File: src/rtl/keyboard_buf_pkg.sv
// Shared constants for the keyboard character buffer: default geometry and
// the pointer/count widths derived from it.
package keyboard_buf_pkg;

   localparam int KB_DEPTH  = 16;
   localparam int KB_DATA_W = 7;
   localparam int KB_PTR_W  = $clog2(KB_DEPTH);
   localparam int KB_CNT_W  = KB_PTR_W + 1;

endpackage : keyboard_buf_pkg

File: src/rtl/keyboard_buf_rise.sv
// kb_rise_detect: one-cycle pulse on the rising edge of a level input.
// Sample register clears on reset so a level held across release reads as an edge.
module kb_rise_detect (
   input  logic clk,
   input  logic rst_n,
   input  logic level,
   output logic rise
);

   logic level_q_r;

   // Previous-cycle sample of the level input
   always_ff @(posedge clk) begin
      if (!rst_n) begin
         level_q_r <= 1'b0;
      end else begin
         level_q_r <= level;
      end
   end

   assign rise = level & ~level_q_r;

endmodule : kb_rise_detect

File: src/rtl/keyboard_buf.sv
// Keyboard character FIFO between a serial receiver and a consumer.
// Optional macro KEYBOARD_BUF_DROP_OLDEST_EN: overflow overwrites the oldest entry
// instead of dropping the incoming character.
module keyboard_buf
   import keyboard_buf_pkg::*;
#(
   parameter int DEPTH  = KB_DEPTH,
   parameter int DATA_W = KB_DATA_W
) (
   input  logic              clk,
   input  logic              rst_n,
   input  logic [7:0]        rx_data,
   input  logic              rx_done,
   input  logic              KB_read_en,
   input  logic              KB_clear,
   output logic              KB_status,
   output logic [DATA_W-1:0] KB_data,
   output logic              buf_full
);

   localparam int PTR_W = $clog2(DEPTH);
   localparam int CNT_W = PTR_W + 1;

   logic [DATA_W-1:0] mem_r [DEPTH];
   logic [PTR_W-1:0]  wr_ptr_r;
   logic [PTR_W-1:0]  rd_ptr_r;
   logic [CNT_W-1:0]  cnt_r;

   logic [PTR_W-1:0]  wr_ptr_nxt_s;
   logic [PTR_W-1:0]  rd_ptr_nxt_s;
   logic [CNT_W-1:0]  cnt_nxt_s;
   logic              push_s;
   logic              pop_s;
   logic              do_push_s;
   logic              do_pop_s;
   logic              overwrite_s;
   logic              full_s;
   logic              empty_s;
   logic              rx_msb_unused_s;

   assign rx_msb_unused_s = rx_data[7];

   kb_rise_detect u_rx_rise (
      .clk   (clk),
      .rst_n (rst_n),
      .level (rx_done),
      .rise  (push_s)
   );

   kb_rise_detect u_rd_rise (
      .clk   (clk),
      .rst_n (rst_n),
      .level (KB_read_en),
      .rise  (pop_s)
   );

   // Accept/reject decisions and next pointer/count values
   always_comb begin
      full_s       = (cnt_r == CNT_W'(DEPTH));
      empty_s      = (cnt_r == {CNT_W{1'b0}});
      do_pop_s     = pop_s & ~empty_s;
`ifdef KEYBOARD_BUF_DROP_OLDEST_EN
      do_push_s    = push_s;
      overwrite_s  = push_s & full_s & ~do_pop_s;
`else
      do_push_s    = push_s & (~full_s | do_pop_s);
      overwrite_s  = 1'b0;
`endif
      wr_ptr_nxt_s = wr_ptr_r;
      rd_ptr_nxt_s = rd_ptr_r;
      cnt_nxt_s    = cnt_r;
      if (do_push_s) begin
         wr_ptr_nxt_s = wr_ptr_r + PTR_W'(1);
      end else begin
         wr_ptr_nxt_s = wr_ptr_r;
      end
      if (do_pop_s || overwrite_s) begin
         rd_ptr_nxt_s = rd_ptr_r + PTR_W'(1);
      end else begin
         rd_ptr_nxt_s = rd_ptr_r;
      end
      // An overwrite is a push paired with an implicit pop, so count holds
      case ({do_push_s & ~overwrite_s, do_pop_s})
         2'b10:   cnt_nxt_s = cnt_r + CNT_W'(1);
         2'b01:   cnt_nxt_s = cnt_r - CNT_W'(1);
         default: cnt_nxt_s = cnt_r;
      endcase
   end

   // Pointer and count registers; reset beats clear beats push/pop
   always_ff @(posedge clk) begin
      if (!rst_n) begin
         wr_ptr_r <= {PTR_W{1'b0}};
         rd_ptr_r <= {PTR_W{1'b0}};
         cnt_r    <= {CNT_W{1'b0}};
      end else if (KB_clear) begin
         wr_ptr_r <= {PTR_W{1'b0}};
         rd_ptr_r <= {PTR_W{1'b0}};
         cnt_r    <= {CNT_W{1'b0}};
      end else begin
         wr_ptr_r <= wr_ptr_nxt_s;
         rd_ptr_r <= rd_ptr_nxt_s;
         cnt_r    <= cnt_nxt_s;
      end
   end

   // Character storage; contents survive reset and clear
   always_ff @(posedge clk) begin
      if (rst_n && !KB_clear && do_push_s) begin
         mem_r[wr_ptr_r] <= rx_data[DATA_W-1:0];
      end
   end

   assign KB_status = ~empty_s;
   assign buf_full  = full_s;
   assign KB_data   = empty_s ? {DATA_W{1'b0}} : mem_r[rd_ptr_r];

endmodule : keyboard_buf

File: config.mk
export PLATFORM = sky130hd
export DESIGN_NAME = keyboard_buf
export DESIGN_NICKNAME = d
export VERILOG_FILES = /design/src/rtl/keyboard_buf_pkg.sv /design/src/rtl/keyboard_buf_rise.sv /design/src/rtl/keyboard_buf.sv
export SDC_FILE = /design/constraint.sdc
export NUM_CORES = 1
export LEC_CHECK = 0
export CORE_MARGIN = 2
export CORE_UTILIZATION = 45
export CTS_CLUSTER_SIZE = 8
export DETAILED_ROUTE_END_ITERATION = 16
export SYNTH_ARGS = -nofsm -noshare
export SYNTH_HDL_FRONTEND = slang
export SYNTH_SLANG_ARGS = --single-unit
File: constraint.sdc
create_clock -name clk -period 4.85 [get_ports clk]
set_input_delay 0.485 -clock clk [delete_from_list [all_inputs] [get_ports clk]]
set_output_delay 0.485 -clock clk [all_outputs]
set_load 0.05 [all_outputs]
# --- Word-level counts from Yosys, hierarchy flattened ---
# Memory sizes are Yosys's and may differ from the RTL's. A register that Yosys moved wholly into a read port is not among the register bits.
# Index checks and enable logic that the tools add are counted.
totals:
  register_bits: 15
  latchBits: 0
  ram_bits: 112
  romBits: 0
  output_inout_bits: 9
  n_memories: 1
classes:
  addsub: 4
  multipliers: 0
  n_div: 0
  magnitude_cmp: 0
  n_eq_ne: 3
  n_shift: 0
  muxes: 6
  bitwise: 10
  reduce_logical: 6
memory_table:
  columns: ["name", "depth", "width", "rd", "rd_ports_with_merged_regs", "wr", "line", "text"]
  rows:
  - ["mem_r", 16, 7, 1, 1, 1, "keyboard_buf.sv:24", "logic [DATA_W-1:0] mem_r [DEPTH];"]
op_table:
  columns: ["op", "n"]
  rows:
  - ["one-hot mux 5 bit (2 select lines)", 1]
  - ["adder 4 x 1 -> 4 bit, second input constant", 2]
  - ["2-to-1 mux 4 bit", 2]
  - ["2-to-1 mux 7 bit", 1]
  - ["adder 5 x 1 -> 5 bit, second input constant", 1]
  - ["equality test 5 bit, second input constant", 1]
  - ["zero test 5 bit", 1]
  - ["NOT 1 bit", 5]
  - ["subtractor 5 x 1 -> 5 bit, second input constant", 1]
  - ["AND 1 bit", 4]
  - ["equality test 2 x 1 -> 1 bit, second input constant", 1]
  - ["equality test 2 bit, second input constant", 1]
  - ["logical AND 1 bit", 2]
  - ["2-to-1 mux 1 bit", 2]
  - ["nonzero test 2 bit", 1]
  - ["OR reduction 2 bit", 1]
  - ["zero test 1 bit", 1]
  - ["OR 1 bit", 1]

# --- Longest topological paths before layout ---
depth:
  ltp_word: 8
  ltp_mapped: 11

# --- Cells and area by module ---
# From an unflattened synthesis, not the netlist that was laid out.
hier_totals:
  hier_cells: 303
  hier_area_um2: 5412.7
by_module_without_submodules:
  columns: ["mod", "n_inst", "cells_per_inst", "area_each_um2", "seq_area_each_um2"]
  rows:
  - ["keyboard_buf", 1, 297, 5332.6, 3703.6]
  - ["kb_rise_detect", 2, 3, 40.0, 20.0]

# --- Worst setup path after synthesis ---
# Ideal clock, no wire load.
synth_path:
  path_kind: "register to output"
  start: "register with a tool-made name"
  end: "output port KB_data[3]"
  arrival_time_ps: 2229
  setup_slack_ps: 2136
  stages_incl_launch_ff: 7
  cell_sequence: "dfxtp_1 buf_6 buf_6 buf_6 mux4_2 mux2i_1 a211oi_1"
synth_lines:
  columns: ["item", "line", "text"]
  rows:
  - ["end: declaration", "keyboard_buf.sv:17", "output logic [DATA_W-1:0] KB_data,"]

==> metrics.csv <==
metric,value,unit
post-cts-setup-buffers,0,
ant_nets,0,
ctsLongestPathBuffers,2,
clock.fmax,0.260,GHz
synth_cells,302,
status,"complete, no violations",
tightest_slew,0.864,ns
cts_tree,built,
io_pins,22,
max-cap-violations,0,
core-area,11600,µm²
cp-start-kind,flop,
end_kind,output port,
synth_area,5380,µm²
layout.nets,359,
antenna_found_initial,0,
holdWs,0.473,ns
use_met3,5.36,%
crit_chain,buf_4 > mux4_2 > a211oi_1 > a211oi_1 > clkdlybuf4s50_1,
arrival,3.37,ns
numClockSinks,131,
multiInputGateArea,1510,µm²
finalMaxSlewViolations,0,
synth_cell_types,36,
dp_cells,460,
num_rows,39,
synth_ff_type,edfxtp_1,
power_density,391,nW/µm²
h-tree-depth,4,
max_stage_delay,0.88,ns
drive_above_1_share,20.3,%
grt_first_pass_wirelength,15500,µm
grt_pass1_vias,2879,
hold_class,reg2reg,
crit_buf_inv,2,
cp_slowest_cell,dfxtp_1,
grt_usage,16.9,%
globalRouteMet1Util,20.9,%
dpl.hpwl,6420,µm
leakage,2.07,nW
cts_root_buf,clkbuf_16,
syn2layout_area_growth,16.3,%
die_y,113,µm
finish.utilization,54.1,%
io_buffers,20,
wl,10000,µm
drt_first_pass_iters,5,
ir_worst_vdd,0.187,mV
cts.reportedPaths.clkPinSlew,0.05,ns
final_cell_count_no_fill,492,
die_area,12800,µm²
crit_family,buffers and inverters,
slew_headroom,42.3,%
vias_per_cell,5.47,
rsz0062_at_grt,false,
gp_congestion,0.738,
post_cts_resized,0,
finalPower,2.45,mW
insertion_delay,0.41,ns
syn_nets,325,
drt_iter0_drc,194,
synth_area_per_cell,17.8,µm²
grt_most_used_layer,met2,
fin_tns_setup,0,ns
synth_edf_count,112,
num_vias,2690,
final.fill_count,921,
reg2reg_slack,1.88,ns
synth_warnings,0,
path_max_fanout,12,
skew,0.00372,ns
setup_violations,0,
diodes,0,
drc,0,
cpMostUsedCell,a211oi_1,
die_w,113,µm
min_period_over_period,79.4,%
grt_max_degree,29,
hold_buffers,0,
grt_overflow,0,
min_period,3.85,ns
synth_seq_cells,131,
cp.required,4.37,ns
async_flop_share,0,%
hold_viol_final,0,
start_util,46.5,%
yosysSeqAreaShare,69.6,%
cts_made_buffers,17,
register_area,3740,µm²
grtUsageMet2,28.5,%
worstSetupPathType,reg2out,
post_drt_wl_per_cell,20.4,µm
## flip-flops by register name, indices dropped and copies added (netlist names), named ones only
signal and count:
wr_ptr_r 4, u_rx_rise.level_q_r 1, mem_r 112, cnt_r 5, rd_ptr_r 4, u_rd_rise.level_q_r 1
## worst paths after layout
path,start,to,cells after the start
max,flop,KB_data[6],5
min,rd_ptr_r[3],rd_ptr_r[3],2
min reg2reg,rd_ptr_r[3],rd_ptr_r[3],2
max reg2reg,cnt_r[0],cnt_r[4],10
## power breakdown
| part | internal (mW) | leakage, nW | switching (mW) |
|---|---|---|---|
| Combinational | 0.0341 | 0.655 | 0.0617 |
| Clock | 0.691 | 0.255 | 0.431 |
| Sequential | 1.23 | 1.16 | 0.00347 |
## cells by family after synthesis
family | Yosys count | share of synthesized area (%)
buf+inv | 23 | 2.33
flops | 131 | 69.6
compound gates | 24 | 3.91
mux | 40 | 14.0
xor+xnor | 5 | 0.814
fa+ha+maj | 10 | 2.46
simple gates | 69 | 6.98
## synth_stat cells (5+ instances only)
cell type	n	area (µm²)
a211oi_1	12	90.1
and3_1	12	75.1
dfxtp_1	19	380
edfxtp_1	112	3360
ha_1	9	113
inv_1	10	37.5
mux2i_1	12	120
mux4_2	28	631
nand2_1	6	22.5
nand2b_1	5	31.3
nor2_1	19	71.3
nor2b_1	9	56.3
## stage by stage
| step | instance area, µm² | setup slack [ns] |
|---|---|---|
| 5_1_grt | 6260 | 0.750 |
| 2_1_floorplan | 5380 | 2.14 |
| 4_1_cts | 6260 | 0.881 |
| 6_report | 6260 | 0.999 |
| 3_5_place_dp | 5730 | 1.32 |
| 3_3_place_gp | 5730 | 1.35 |
## final cells by class
cell class | instances | share of cell area (%)
Inverter | 10 | 0.600
Tap cell | 143 | 2.86
Sequential cell | 131 | 59.8
Clock buffer | 19 | 6.92
Timing Repair Buffer | 28 | 4.16
Clock inverter | 13 | 1.50
Multi-Input combinational cell | 148 | 24.2
## placed cells by master, fill, tap and decap left out, types with 2 or more instances in the layout
cell	netlist	final
a211oi_1	12	12
a211oi_2	2	2
a21oi_1	4	4
and2_1	3	3
and3_1	12	12
buf_4	1	8
clkbuf_1	4	2
clkbuf_16	0	17
clkdlybuf4s50_1	0	20
clkinv_1	0	3
clkinv_2	0	6
clkinvlp_4	0	3
dfxtp_1	19	19
edfxtp_1	112	112
ha_1	9	9
inv_1	10	10
mux2i_1	12	12
mux4_2	28	28
nand2_1	6	6
nand2b_1	5	5
nand3_1	4	4
nor2_1	19	19
nor2b_1	9	9
nor3_1	4	4
or4_1	2	2
xor2_1	4	4
## worst min-delay path: cells and delay by family (launching register included)
family,cells,cell delay [ns]
DFF,1,0.31
AOI/OAI and AO/OA,1,0.06
and+or+nand+nor,1,0.05
## per-layer routing
metal | up-vias | routed length (µm)
li1 | 1259 | -
met4 | 0 | 122
met1 | 1369 | 4340
met2 | 54 | 5190
met3 | 8 | 367
met5 | - | 0
(Power assumes the default switching activity.)
